--- src/rtl/stream_demux_if.sv ---
// Ingress stream plus per-channel egress handshake bundle for stream_demux.
// master = producer/consumer side, slave = the demux itself.
interface stream_demux_if #(
  parameter int DATA_W  = 8,
  parameter int NUM_OUT = 4,
  parameter int SEL_W   = $clog2(NUM_OUT)
);
  logic [DATA_W-1:0]         in_data;
  logic [SEL_W-1:0]          in_sel;
  logic                      in_valid;
  logic                      in_ready;
  logic [NUM_OUT*DATA_W-1:0] out_data;
  logic [NUM_OUT-1:0]        out_valid;
  logic [NUM_OUT-1:0]        out_ready;

  modport master (
    output in_data, in_sel, in_valid, out_ready,
    input  in_ready, out_data, out_valid
  );

  modport slave (
    input  in_data, in_sel, in_valid, out_ready,
    output in_ready, out_data, out_valid
  );
endinterface

--- src/rtl/stream_demux.sv ---
// Registered 1:NUM_OUT valid/ready demux with one-entry buffer per channel.
// Optional saturating drop counter for out-of-range selects: STREAM_DEMUX_DROP_CNT_EN.
module stream_demux #(
  parameter int DATA_W  = 8,
  parameter int NUM_OUT = 4,
  parameter int SEL_W   = $clog2(NUM_OUT),
  parameter int CNT_W   = 16
) (
  input  logic             clk,
  input  logic             rst_n,
  stream_demux_if.slave    bus,
  output logic [CNT_W-1:0] drop_cnt
);

  localparam logic [SEL_W:0] NUM_OUT_EXT = (SEL_W + 1)'(NUM_OUT);

  logic [NUM_OUT-1:0][DATA_W-1:0] data_q, data_d;
  logic [NUM_OUT-1:0]             valid_q, valid_d;
  logic [NUM_OUT-1:0]             sel_hit;
  logic [NUM_OUT-1:0]             slot_free;
  logic                           in_range;
  logic                           in_fire;

  assign in_range = ({1'b0, bus.in_sel} < NUM_OUT_EXT);

  // Per-channel decode keeps out-of-range selects from ever indexing channel state.
  for (genvar gi = 0; gi < NUM_OUT; gi++) begin : g_chan
    assign sel_hit[gi]   = in_range && (bus.in_sel == SEL_W'(gi));
    assign slot_free[gi] = !valid_q[gi] || bus.out_ready[gi];
    assign valid_d[gi]   = (in_fire && sel_hit[gi]) || (valid_q[gi] && !bus.out_ready[gi]);
    assign data_d[gi]    = (in_fire && sel_hit[gi]) ? bus.in_data : data_q[gi];
  end

  assign bus.in_ready  = !in_range || |(sel_hit & slot_free);
  assign in_fire       = bus.in_valid && bus.in_ready;
  assign bus.out_valid = valid_q;
  assign bus.out_data  = data_q;

  always_ff @(posedge clk or negedge rst_n) begin
    if (!rst_n) begin
      valid_q <= '0;
      data_q  <= '0;
    end else begin
      valid_q <= valid_d;
      data_q  <= data_d;
    end
  end

`ifdef STREAM_DEMUX_DROP_CNT_EN
  logic [CNT_W-1:0] drop_cnt_q, drop_cnt_d;

  always_comb begin
    drop_cnt_d = drop_cnt_q;
    if (in_fire && !in_range && (drop_cnt_q != {CNT_W{1'b1}})) begin
      drop_cnt_d = drop_cnt_q + CNT_W'(1);
    end
  end

  always_ff @(posedge clk or negedge rst_n) begin
    if (!rst_n) begin
      drop_cnt_q <= '0;
    end else begin
      drop_cnt_q <= drop_cnt_d;
    end
  end

  assign drop_cnt = drop_cnt_q;
`else
  assign drop_cnt = '0;
`endif

endmodule

--- src/flat_wrapper.sv ---
// flat-port wrapper written by rule: the top's interface ports become plain ports
module stream_demux_flat 
#(
  parameter int DATA_W  = 8,
  parameter int NUM_OUT = 4,
  parameter int SEL_W   = $clog2(NUM_OUT),
  parameter int CNT_W   = 16
)
  (clk, rst_n, drop_cnt, bus_in_data, bus_in_sel, bus_in_valid, bus_out_ready, bus_in_ready, bus_out_data, bus_out_valid);
  stream_demux_if #(.DATA_W(DATA_W), .NUM_OUT(NUM_OUT), .SEL_W(SEL_W)) bus_i ();
  input  logic clk;
  input  logic rst_n;
  output logic [CNT_W-1:0] drop_cnt;
  input wire logic [$bits(bus_i.in_data)-1:0] bus_in_data;
  input wire logic [$bits(bus_i.in_sel)-1:0] bus_in_sel;
  input wire logic [$bits(bus_i.in_valid)-1:0] bus_in_valid;
  input wire logic [$bits(bus_i.out_ready)-1:0] bus_out_ready;
  output wire logic [$bits(bus_i.in_ready)-1:0] bus_in_ready;
  output wire logic [$bits(bus_i.out_data)-1:0] bus_out_data;
  output wire logic [$bits(bus_i.out_valid)-1:0] bus_out_valid;
  assign bus_i.in_data = bus_in_data;
  assign bus_i.in_sel = bus_in_sel;
  assign bus_i.in_valid = bus_in_valid;
  assign bus_i.out_ready = bus_out_ready;
  assign bus_in_ready = bus_i.in_ready;
  assign bus_out_data = bus_i.out_data;
  assign bus_out_valid = bus_i.out_valid;
  stream_demux #(.DATA_W(DATA_W), .NUM_OUT(NUM_OUT), .SEL_W(SEL_W), .CNT_W(CNT_W)) u_core (.clk(clk), .rst_n(rst_n), .bus(bus_i), .drop_cnt(drop_cnt));
endmodule
--- config.mk ---
export PLATFORM = sky130hd
export DESIGN_NAME = stream_demux_flat
export DESIGN_NICKNAME = d
export VERILOG_FILES = /design/src/rtl/stream_demux_if.sv /design/src/rtl/stream_demux.sv /design/src/flat_wrapper.sv
export SDC_FILE = /design/constraint.sdc
export NUM_CORES = 1
export LEC_CHECK = 0
export BUFFER_PORTS_ARGS = -buffer_cell sky130_fd_sc_hd__buf_2
export CORE_AREA = 5 5 54 80
export CTS_CLUSTER_DIAMETER = 30
export CTS_CLUSTER_SIZE = 40
export DETAILED_ROUTE_END_ITERATION = 6
export DIE_AREA = 0 0 59 85
export PLACE_DENSITY = 0.76
export SYNTH_ARGS = -nofsm -noshare
export SYNTH_HDL_FRONTEND = slang
export SYNTH_SLANG_ARGS = --single-unit
--- constraint.sdc ---
create_clock -name clk -period 1.6 [get_ports clk]
set_input_delay 0.16 -clock clk [delete_from_list [all_inputs] [get_ports clk]]
set_output_delay 0.16 -clock clk [all_outputs]
set_load 0.1 [all_outputs]
---- Yosys cells after proc, flatten, opt, wreduce, memory -nomap -nowiden ----
Cells that the tools add are included.
storage, ports and cells
  RAM bits ................................ 0
  memories ................................ 0
  bits in latches ......................... 0
  flip-flop bits (word level) ............. 36
  output and inout bits ................... 53
  ROM bits ................................ 0
cells by class
  reduce and logical (&&, ||, !) cells .... 27
  mux-type cells .......................... 0
  equal/unequal tests ..................... 3
  add/subtract/negate cells ............... 0
  order comparisons ....................... 0
  divide/modulo/power cells ............... 0
  multiply operators ...................... 0
  shift operators ......................... 0
  bitwise operators ....................... 1
operators by type and width
  operator              count
  $logic_and A1 B1 Y1   9
  $logic_not A1 Y1      8
  $logic_or A1 B1 Y1    8
  $and A4 B4 Y4         1
  $eq A2 B2 Y1 const B  2
  $reduce_or A4 Y1      1
  $eq A2 B1 Y1 const B  1
  $logic_not A2 Y1      1

---- Longest topological paths before layout ----
Gate-level depths: netlist (run 1).
  depth after elaboration ................. 7
  gate-level depth with buffers ........... 5
  mapped depth without buffers ............ 3

---- Worst setup path before layout (run 1) ----
OpenSTA, ideal clock, no wires.
  path type ............................... reg-to-output
  start ................................... register u_core.valid_q[0] (netlist: u_core.bus.out_valid[0])
  end ..................................... output bus_in_ready
  cell stages (with the launch flop) ...... 3
  required time ........................... 1.440 ns
  setup slack ............................. -0.433 ns
  path buffers ............................ 0
  arrival ................................. 1.873 ns
  path through ............................ dfrtp_1 > nand2b_1 > mux4_2
on the way
  word-level cells in the longest chain between the ends .. 4
ends and longest elaborated chain
  element                 line                source
  from (decl)             stream_demux.sv:18  logic [NUM_OUT-1:0] valid_q, valid_d;
  from (signal assigned)  stream_demux.sv:44  valid_q <= valid_d;
  $logic_not A1 Y1        stream_demux.sv:29  assign slot_free[gi] = !valid_q[gi] || bus.out_ready[gi];
  $logic_or A1 B1 Y1      stream_demux.sv:29
  $and A4 B4 Y4           stream_demux.sv:34  assign bus.in_ready = !in_range || |(sel_hit & slot_free);
  $reduce_or A4 Y1        stream_demux.sv:34
  to (decl)               flat_wrapper.sv:18  output wire logic [$bits(bus_i.in_ready)-1:0] bus_in_ready;
Every way passes these cells.

---- Worst setup path after layout (run 1) ----
  start ................................... register u_core.valid_q[3] (netlist: u_core.bus.out_valid[3])
  end ..................................... output bus_in_ready
Same word-level chain as after synthesis.

==> flow_summary.toml, run 1 <==
[detailed_routing]
drt_first_pass_iters = 4
routedWlPerCell_um = 15.64
met2RoutedLength_um = 1865
remaining_drc_errors = 0
wirelength_met1_um = 1207
met3_length_um = 260
drt-total-wl_um = 3363
num_vias = 1000
dr.max_layer_used = "met4"
route.antenna.remaining_nets = 0
drt-initial-drc-count = 13
routed_via_density = 4.651

[power]
power.net_switching_uw = 2114
leakage_uw = 0.001014
power_uw = 4062
seq_power_share_pct = 29.3
power.switching_fraction_pct = 52.06
pwr_density_cell_mw_per_mm2 = 1999
share_clk_of_total_power_pct = 21.2
intPower_uw = 1947
ir_drop_mv = 1.178
comb_power_share_pct = 49.5

[layout]
regArea_um2 = 915.9
final_core_utilization_pct = 56.74
num-fill-cells = 312
area_delta_synth_final_pct = 33.22
finalNetCount = 188
layout-drive-gt1-share_pct = 66.28
num_antenna_cells = 0
postLayoutCellArea_mm2 = 0.002032
multiInputGateArea_um2 = 578.1

[timing]
fin_ws_ns = -0.001795
whs_ns = 0.1413
drv_slew = 0
maxClockFrequency_mhz = 624.3
rsz0062_at_grt = "yes"
hold_viol_final = 0
final_period_minus_worst_setup_slack_ns = 1.602
clock_skew_ns = 0.003354
final_min_period_over_clock_period_pct = 100.1
final-setup-viol-count = 1
worst_slew_pin_slew_ns = 0.7794
max-slew-margin-rel_pct = 48.04

[synth]
synth.cells.most_frequent = "36 x sky130_fd_sc_hd__dfrtp_1, 32 x sky130_fd_sc_hd__mux2_2, 16 x sky130_fd_sc_hd__buf_4, 5 x sky130_fd_sc_hd__nand2_1, 4 x sky130_fd_sc_hd__nand2b_1"
ys_seq_area_share_pct = 59.06
post-synth-top-count-cell = "sky130_fd_sc_hd__dfrtp_1"
yosysTopAreaCell = "sky130_fd_sc_hd__dfrtp_1"
synth_enable_flop_cells = 0
syn_avg_cell_area_um2 = 14.53
synth_ff_type = "sky130_fd_sc_hd__dfrtp_1"
yosys_warnings = 0
synth_seq_cells = 36
yosys-top-cells-area = "sky130_fd_sc_hd__dfrtp_1 59%, sky130_fd_sc_hd__mux2_2 24%, sky130_fd_sc_hd__buf_4 7.9%, sky130_fd_sc_hd__nand2b_1 1.6%, sky130_fd_sc_hd__mux4_2 1.5%"
synthesis.instances = 105
area_share_of_the_leading_cell_type_in_the_synthesized_netlist_pct = 59.06
syn_area_mm2 = 0.001525
asyncSetResetFlopFracSynth_pct = 100.0
netlist-cell-type-count = 14

[floorplan]
ios = 70
initial_core_util_pct = 42.59
die_h_um = 85
cell_rows = 27
fp.dieArea_mm2 = 0.005015
coreArea_mm2 = 0.003581
floorplan.die.width_um = 59

[global_route]
global_route_total_usage_across_every_layer_pct = 14.70
grt-ovfl-total = 0
largest_net_degree_at_the_start_of_global_routing = 37
vias_in_the_first_global_route = 1090
number_of_antenna_violations_at_the_first_check_in_global_routing = 0
grt_first_pass_wirelength_um = 5485

[worst_setup_path]
timing.critical_path.to_type = "output port"
max_stage_delay_ns = 0.50
crit_fanout = 2
worst-setup-path-type = "reg -> out"
worstPathArrival_ns = 1.44
critical_path_s_slowest_cell = "sky130_fd_sc_hd__mux4_2"
critical_path.cell_chain = "nand2b_4 -> mux4_2 -> buf_12"
req_time_crit_path_ns = 1.44
critical_path.startpoint_type = "flop"

[placement]
placed_cell_area_mm2 = 0.001826
dp_hpwl_um = 2523
finalWeightedCongestion = 0.7333
place_worst_setup_slack_ns = 0.1785
io_buffer_count = 53

[clocking]
cts.reportedPaths.clkPinSlew_ns = 0.07
tritoncts = "built"
ctsRootBufferMaster = "sky130_fd_sc_hd__clkbuf_8"
clock_tree.htree_level_count = 2
cts-root-to-sink-buffers = 2
cts_buffers = 5
clock_sinks = 36
clock_latency_reported_for_the_late_side_of_the_worst_skew_pair_ns = 0.28

[status]
failed_checks = "setup timing"
status = "complete, but fails checks"

[hold_path]
min-delay-path-class = "in -> reg"

[flow_run]
maxCapViolCount = 0
==> critical path: cells and delay by family (launching register included) <==
kind          cells  cell delay [ns]
mux               1             0.50
buf+inv           1             0.19
flops             1             0.42
simple gates      1             0.05
==> timing repair <==
action / in CTS / in global routing
hold buffers: 1 / 0
resized for setup: 7 / 1
setup endpoints to repair: 1 / 7
buffers inserted: 4 / 0
hold endpoints to repair: 36 / 0
==> cells by family after synthesis <==
logic type      after synthesis  synth area share, %
mux                          33                25.10
simple gates                 15                6.398
other cells                   1               0.2459
compound gates                1               0.3278
buf+inv                      19                8.860
flops                        36                59.06
==> power groups by stage <==
stage	Clock, uW	Sequential (uW)	Combinational, uW
2_1_floorplan	0	2520	402
3_3_place_gp	0	1190	1980
3_5_place_dp	0	1210	2000
4_1_cts	883	1190	2020
5_1_grt	922	1210	2070
6_report	861	1190	2010
==> final timing paths <==
check                                                    start                                   to  slack, ns  cells past startpoint
max                          u_core.bus.out_valid[3]$_DFF_PN0_                         bus_in_ready     -0.002                      3
max reg2reg                  u_core.bus.out_valid[3]$_DFF_PN0_  u_core.bus.out_data[30]$_DFFE_PN0P_       0.10                      6
min in group asynchronous                                rst_n  u_core.bus.out_data[19]$_DFFE_PN0P_       0.49                      2
min reg2reg                u_core.bus.out_data[11]$_DFFE_PN0P_  u_core.bus.out_data[11]$_DFFE_PN0P_       0.50                      1
max in group asynchronous                                rst_n    u_core.bus.out_valid[2]$_DFF_PN0_       0.53                      2
min                                             bus_in_data[1]  u_core.bus.out_data[17]$_DFFE_PN0P_       0.14                      2
==> routing by layer <==
metal  track usage, %  up-vias
li1                 -      454
met5                0        -
met2            25.45       40
met1            16.29      502
met3            4.718        4
met4            5.567        0
==> final cells by class <==
cell class                 count  area share [%]
clock buffer                   7           4.741
clock inverter                 1           1.478
multi-input combinational     65           28.45
tap                           43           2.648
sequential                    36           45.07
timing repair buffer          63           17.61
==> cells in the final DEF, fill, tap and decap left out <==
| cell | instances |
|---|---|
| sky130_fd_sc_hd__buf_2 | 52 |
| sky130_fd_sc_hd__mux2_2 | 32 |
| sky130_fd_sc_hd__dfrtp_1 | 32 |
| sky130_fd_sc_hd__conb_1 | 16 |
| sky130_fd_sc_hd__buf_4 | 9 |
| sky130_fd_sc_hd__clkbuf_8 | 7 |
| sky130_fd_sc_hd__nand2_1 | 5 |
| sky130_fd_sc_hd__nand2b_4 | 4 |
| sky130_fd_sc_hd__dfrtp_4 | 4 |
| sky130_fd_sc_hd__mux4_2 | 1 |
| sky130_fd_sc_hd__nor2b_1 | 1 |
| sky130_fd_sc_hd__o21ai_0 | 1 |
| sky130_fd_sc_hd__nand3_1 | 1 |
| sky130_fd_sc_hd__nand3b_2 | 1 |
| sky130_fd_sc_hd__nor2b_2 | 1 |
| sky130_fd_sc_hd__and3_1 | 1 |
| sky130_fd_sc_hd__nor3b_4 | 1 |
| sky130_fd_sc_hd__bufinv_16 | 1 |
| sky130_fd_sc_hd__dlygate4sd3_1 | 1 |
| sky130_fd_sc_hd__buf_12 | 1 |
==> sequential cells by signal, indices dropped and copies added, names as in the netlist <==
signal                cells
u_core.bus.out_valid      4
u_core.bus.out_data      32
==> per-stage QoR <==
stage / instances / TNS (ns)
6_report: 215 / -0.001795
5_1_grt: 215 / -0.04112
3_3_place_gp: 202 / 0
4_1_cts: 215 / -0.01722
3_5_place_dp: 202 / 0
2_1_floorplan: 120 / -0.02465
Power figures use the tool's default switching activity.
==> run 2: changes to the inputs <==
--- a/config.mk
+++ b/config.mk
@@ -5,13 +5,13 @@
 export SDC_FILE = /design/constraint.sdc
 export NUM_CORES = 1
 export LEC_CHECK = 0
-export BUFFER_PORTS_ARGS = -buffer_cell sky130_fd_sc_hd__buf_2
 export CORE_AREA = 5 5 54 80
 export CTS_CLUSTER_DIAMETER = 30
 export CTS_CLUSTER_SIZE = 40
 export DETAILED_ROUTE_END_ITERATION = 6
 export DIE_AREA = 0 0 59 85
-export PLACE_DENSITY = 0.76
+export DONT_BUFFER_PORTS = 1
+export PLACE_DENSITY = 0.59
 export SYNTH_ARGS = -nofsm -noshare
 export SYNTH_HDL_FRONTEND = slang
 export SYNTH_SLANG_ARGS = --single-unit
==> flow_summary.toml, run 2 (synthesis results as in run 1) <==
[power]
comb_power_share_pct = 51.8
power.switching_fraction_pct = 51.57
seq_power_share_pct = 29.5
ir_drop_mv = 1.138
pwr_density_cell_mw_per_mm2 = 1999
leakage_uw = 0.0009559
power_uw = 4035
intPower_uw = 1954
share_clk_of_total_power_pct = 18.6
power.net_switching_uw = 2081

[hold_path]
min-delay-path-class = "in -> reg"

[worst_setup_path]
max_stage_delay_ns = 0.50
cp_top_family = "multiplexers"
critical_path.cell_chain = "nand2b_4 -> mux4_2 -> buf_12"
critical_path_s_slowest_cell = "sky130_fd_sc_hd__mux4_2"
worst-setup-path-type = "reg -> out"
critical_path.startpoint_type = "flop"
crit_fanout = 3
req_time_crit_path_ns = 1.44
worstPathArrival_ns = 1.45
timing.critical_path.to_type = "output port"
critical_path_buf_inv_count = 1

[global_route]
global_route_total_usage_across_every_layer_pct = 13.94
largest_net_degree_at_the_start_of_global_routing = 37
grt_first_pass_wirelength_um = 5064
grt-ovfl-total = 0
number_of_antenna_violations_at_the_first_check_in_global_routing = 0
vias_in_the_first_global_route = 989

[clocking]
clock_latency_reported_for_the_late_side_of_the_worst_skew_pair_ns = 0.28
ctsRootBufferMaster = "sky130_fd_sc_hd__clkbuf_8"
clock_sinks = 36
cts-root-to-sink-buffers = 2
buffers_inserted_by_post_cts_timing_repair = 0
cts.reportedPaths.clkPinSlew_ns = 0.07
clock_tree.htree_level_count = 2
tritoncts = "built"
cts_buffers = 5

[detailed_routing]
routedWlPerCell_um = 16.21
num_vias = 910
routed_via_density = 4.667
drt-initial-drc-count = 22
remaining_drc_errors = 0
drt-total-wl_um = 3160
route.antenna.remaining_nets = 0
drt_first_pass_iters = 3

[floorplan]
coreArea_mm2 = 0.003581
fp.dieArea_mm2 = 0.005015
floorplan.die.width_um = 59
ios = 70
cell_rows = 27
die_h_um = 85
initial_core_util_pct = 42.59

[flow_run]
maxCapViolCount = 0

[status]
failed_checks = "setup timing"
status = "complete, but fails checks"

[placement]
io_buffer_count = 0
finalWeightedCongestion = 0.8197
dp_hpwl_um = 2423
place_worst_setup_slack_ns = 0.1912
numPlacedInstances = 184

[timing]
rsz0062_at_grt = "yes"
clock_skew_ns = 0.004631
final_min_period_over_clock_period_pct = 100.7
final_period_minus_worst_setup_slack_ns = 1.611
hold_viol_final = 0
maxClockFrequency_mhz = 620.8
final-setup-viol-count = 1
drv_slew = 0
timing.setup.tns_ns = -0.01083
fin_ws_ns = -0.01083

[layout]
layout_commonest_cell = "sky130_fd_sc_hd__buf_4"
num_antenna_cells = 0
finalNetCount = 168
final_core_utilization_pct = 56.36
area_delta_synth_final_pct = 32.32
layout-drive-gt1-share_pct = 59.87
num-fill-cells = 329
largest_register_ffs = 32
layout.cells.non_filler = 195
layout_common_cells = "38 x sky130_fd_sc_hd__buf_4, 32 x sky130_fd_sc_hd__mux2_2, 32 x sky130_fd_sc_hd__dfrtp_1, 16 x sky130_fd_sc_hd__conb_1"
-- run 2: changes by cell type in the layout (fill, tap and decap cells not counted) --
| cell | before | now |
|---|---|---|
| sky130_fd_sc_hd__buf_12 | 1 | 3 |
| sky130_fd_sc_hd__buf_2 | 52 | 0 |
| sky130_fd_sc_hd__buf_4 | 9 | 38 |
| sky130_fd_sc_hd__clkbuf_1 | 0 | 1 |
| sky130_fd_sc_hd__clkbuf_8 | 7 | 5 |
| sky130_fd_sc_hd__clkinv_2 | 0 | 1 |
| sky130_fd_sc_hd__dlygate4sd3_1 | 1 | 2 |
| sky130_fd_sc_hd__nor2b_1 | 1 | 2 |
| sky130_fd_sc_hd__nor2b_2 | 1 | 0 |
-- run 2: metrics by stage --
step,hold WS (ns),instance area (um^2)
after floorplan,-0.1356,1604
after global placement,-0.1341,1848
after detailed placement,-0.1341,1848
after CTS,0.01640,2003
after global routing,0.005243,2018
final,0.02598,2018
-- run 2: repair_timing --
item | CTS | global route
hold endpoints to repair | 38 | 0
hold buffers | 3 | 0
endpoints found under the setup margin | 1 | 1
pin swaps | 0 | 0
gates resized for setup | 1 | 2
-- run 2: layer usage --
metal / vias to the layer above / wire length [um] / GRT usage [%]
met1: 443 / 1039 / 13.99
met2: 42 / 1730 / 23.84
li1: 420 / - / -
met4: 0 / 51 / 5.567
met3: 5 / 339 / 7.002
met5: - / 0 / 0
-- run 2: power groups by stage --
stage	Combinational, uW	Sequential, uW	Clock (uW)
2_1_floorplan	402	2520	0
3_3_place_gp	2060	1200	0
3_5_place_dp	2070	1210	0
4_1_cts	2100	1190	783
5_1_grt	2140	1220	822
6_report	2090	1190	752
-- run 2: worst paths after layout --
| kind | slack (ns) | from | endpoint | cells after the start |
|---|---|---|---|---|
| max | -0.01 | u_core.bus.out_valid[3]$_DFF_PN0_ | bus_in_ready | 3 |
| min in group asynchronous | 0.33 | rst_n | u_core.bus.out_data[19]$_DFFE_PN0P_ | 2 |
| min | 0.03 | bus_in_data[0] | u_core.bus.out_data[0]$_DFFE_PN0P_ | 1 |
| max in group asynchronous | 1.06 | rst_n | u_core.bus.out_valid[0]$_DFF_PN0_ | 2 |
| min reg2reg | 0.51 | u_core.bus.out_data[4]$_DFFE_PN0P_ | u_core.bus.out_data[4]$_DFFE_PN0P_ | 1 |
| max reg2reg | 0.22 | u_core.bus.out_valid[2]$_DFF_PN0_ | u_core.bus.out_data[21]$_DFFE_PN0P_ | 4 |
-- run 2: area by class of cell --
type | instances | area [um^2] | share of cell area (%)
well taps | 43 | 53.80 | 2.666
multi-input cells | 65 | 575.6 | 28.52
clock buffers | 6 | 72.57 | 3.596
repair buffers | 43 | 365.4 | 18.10
clock inverters | 2 | 35.03 | 1.736
flip-flops and latches | 36 | 915.9 | 45.38
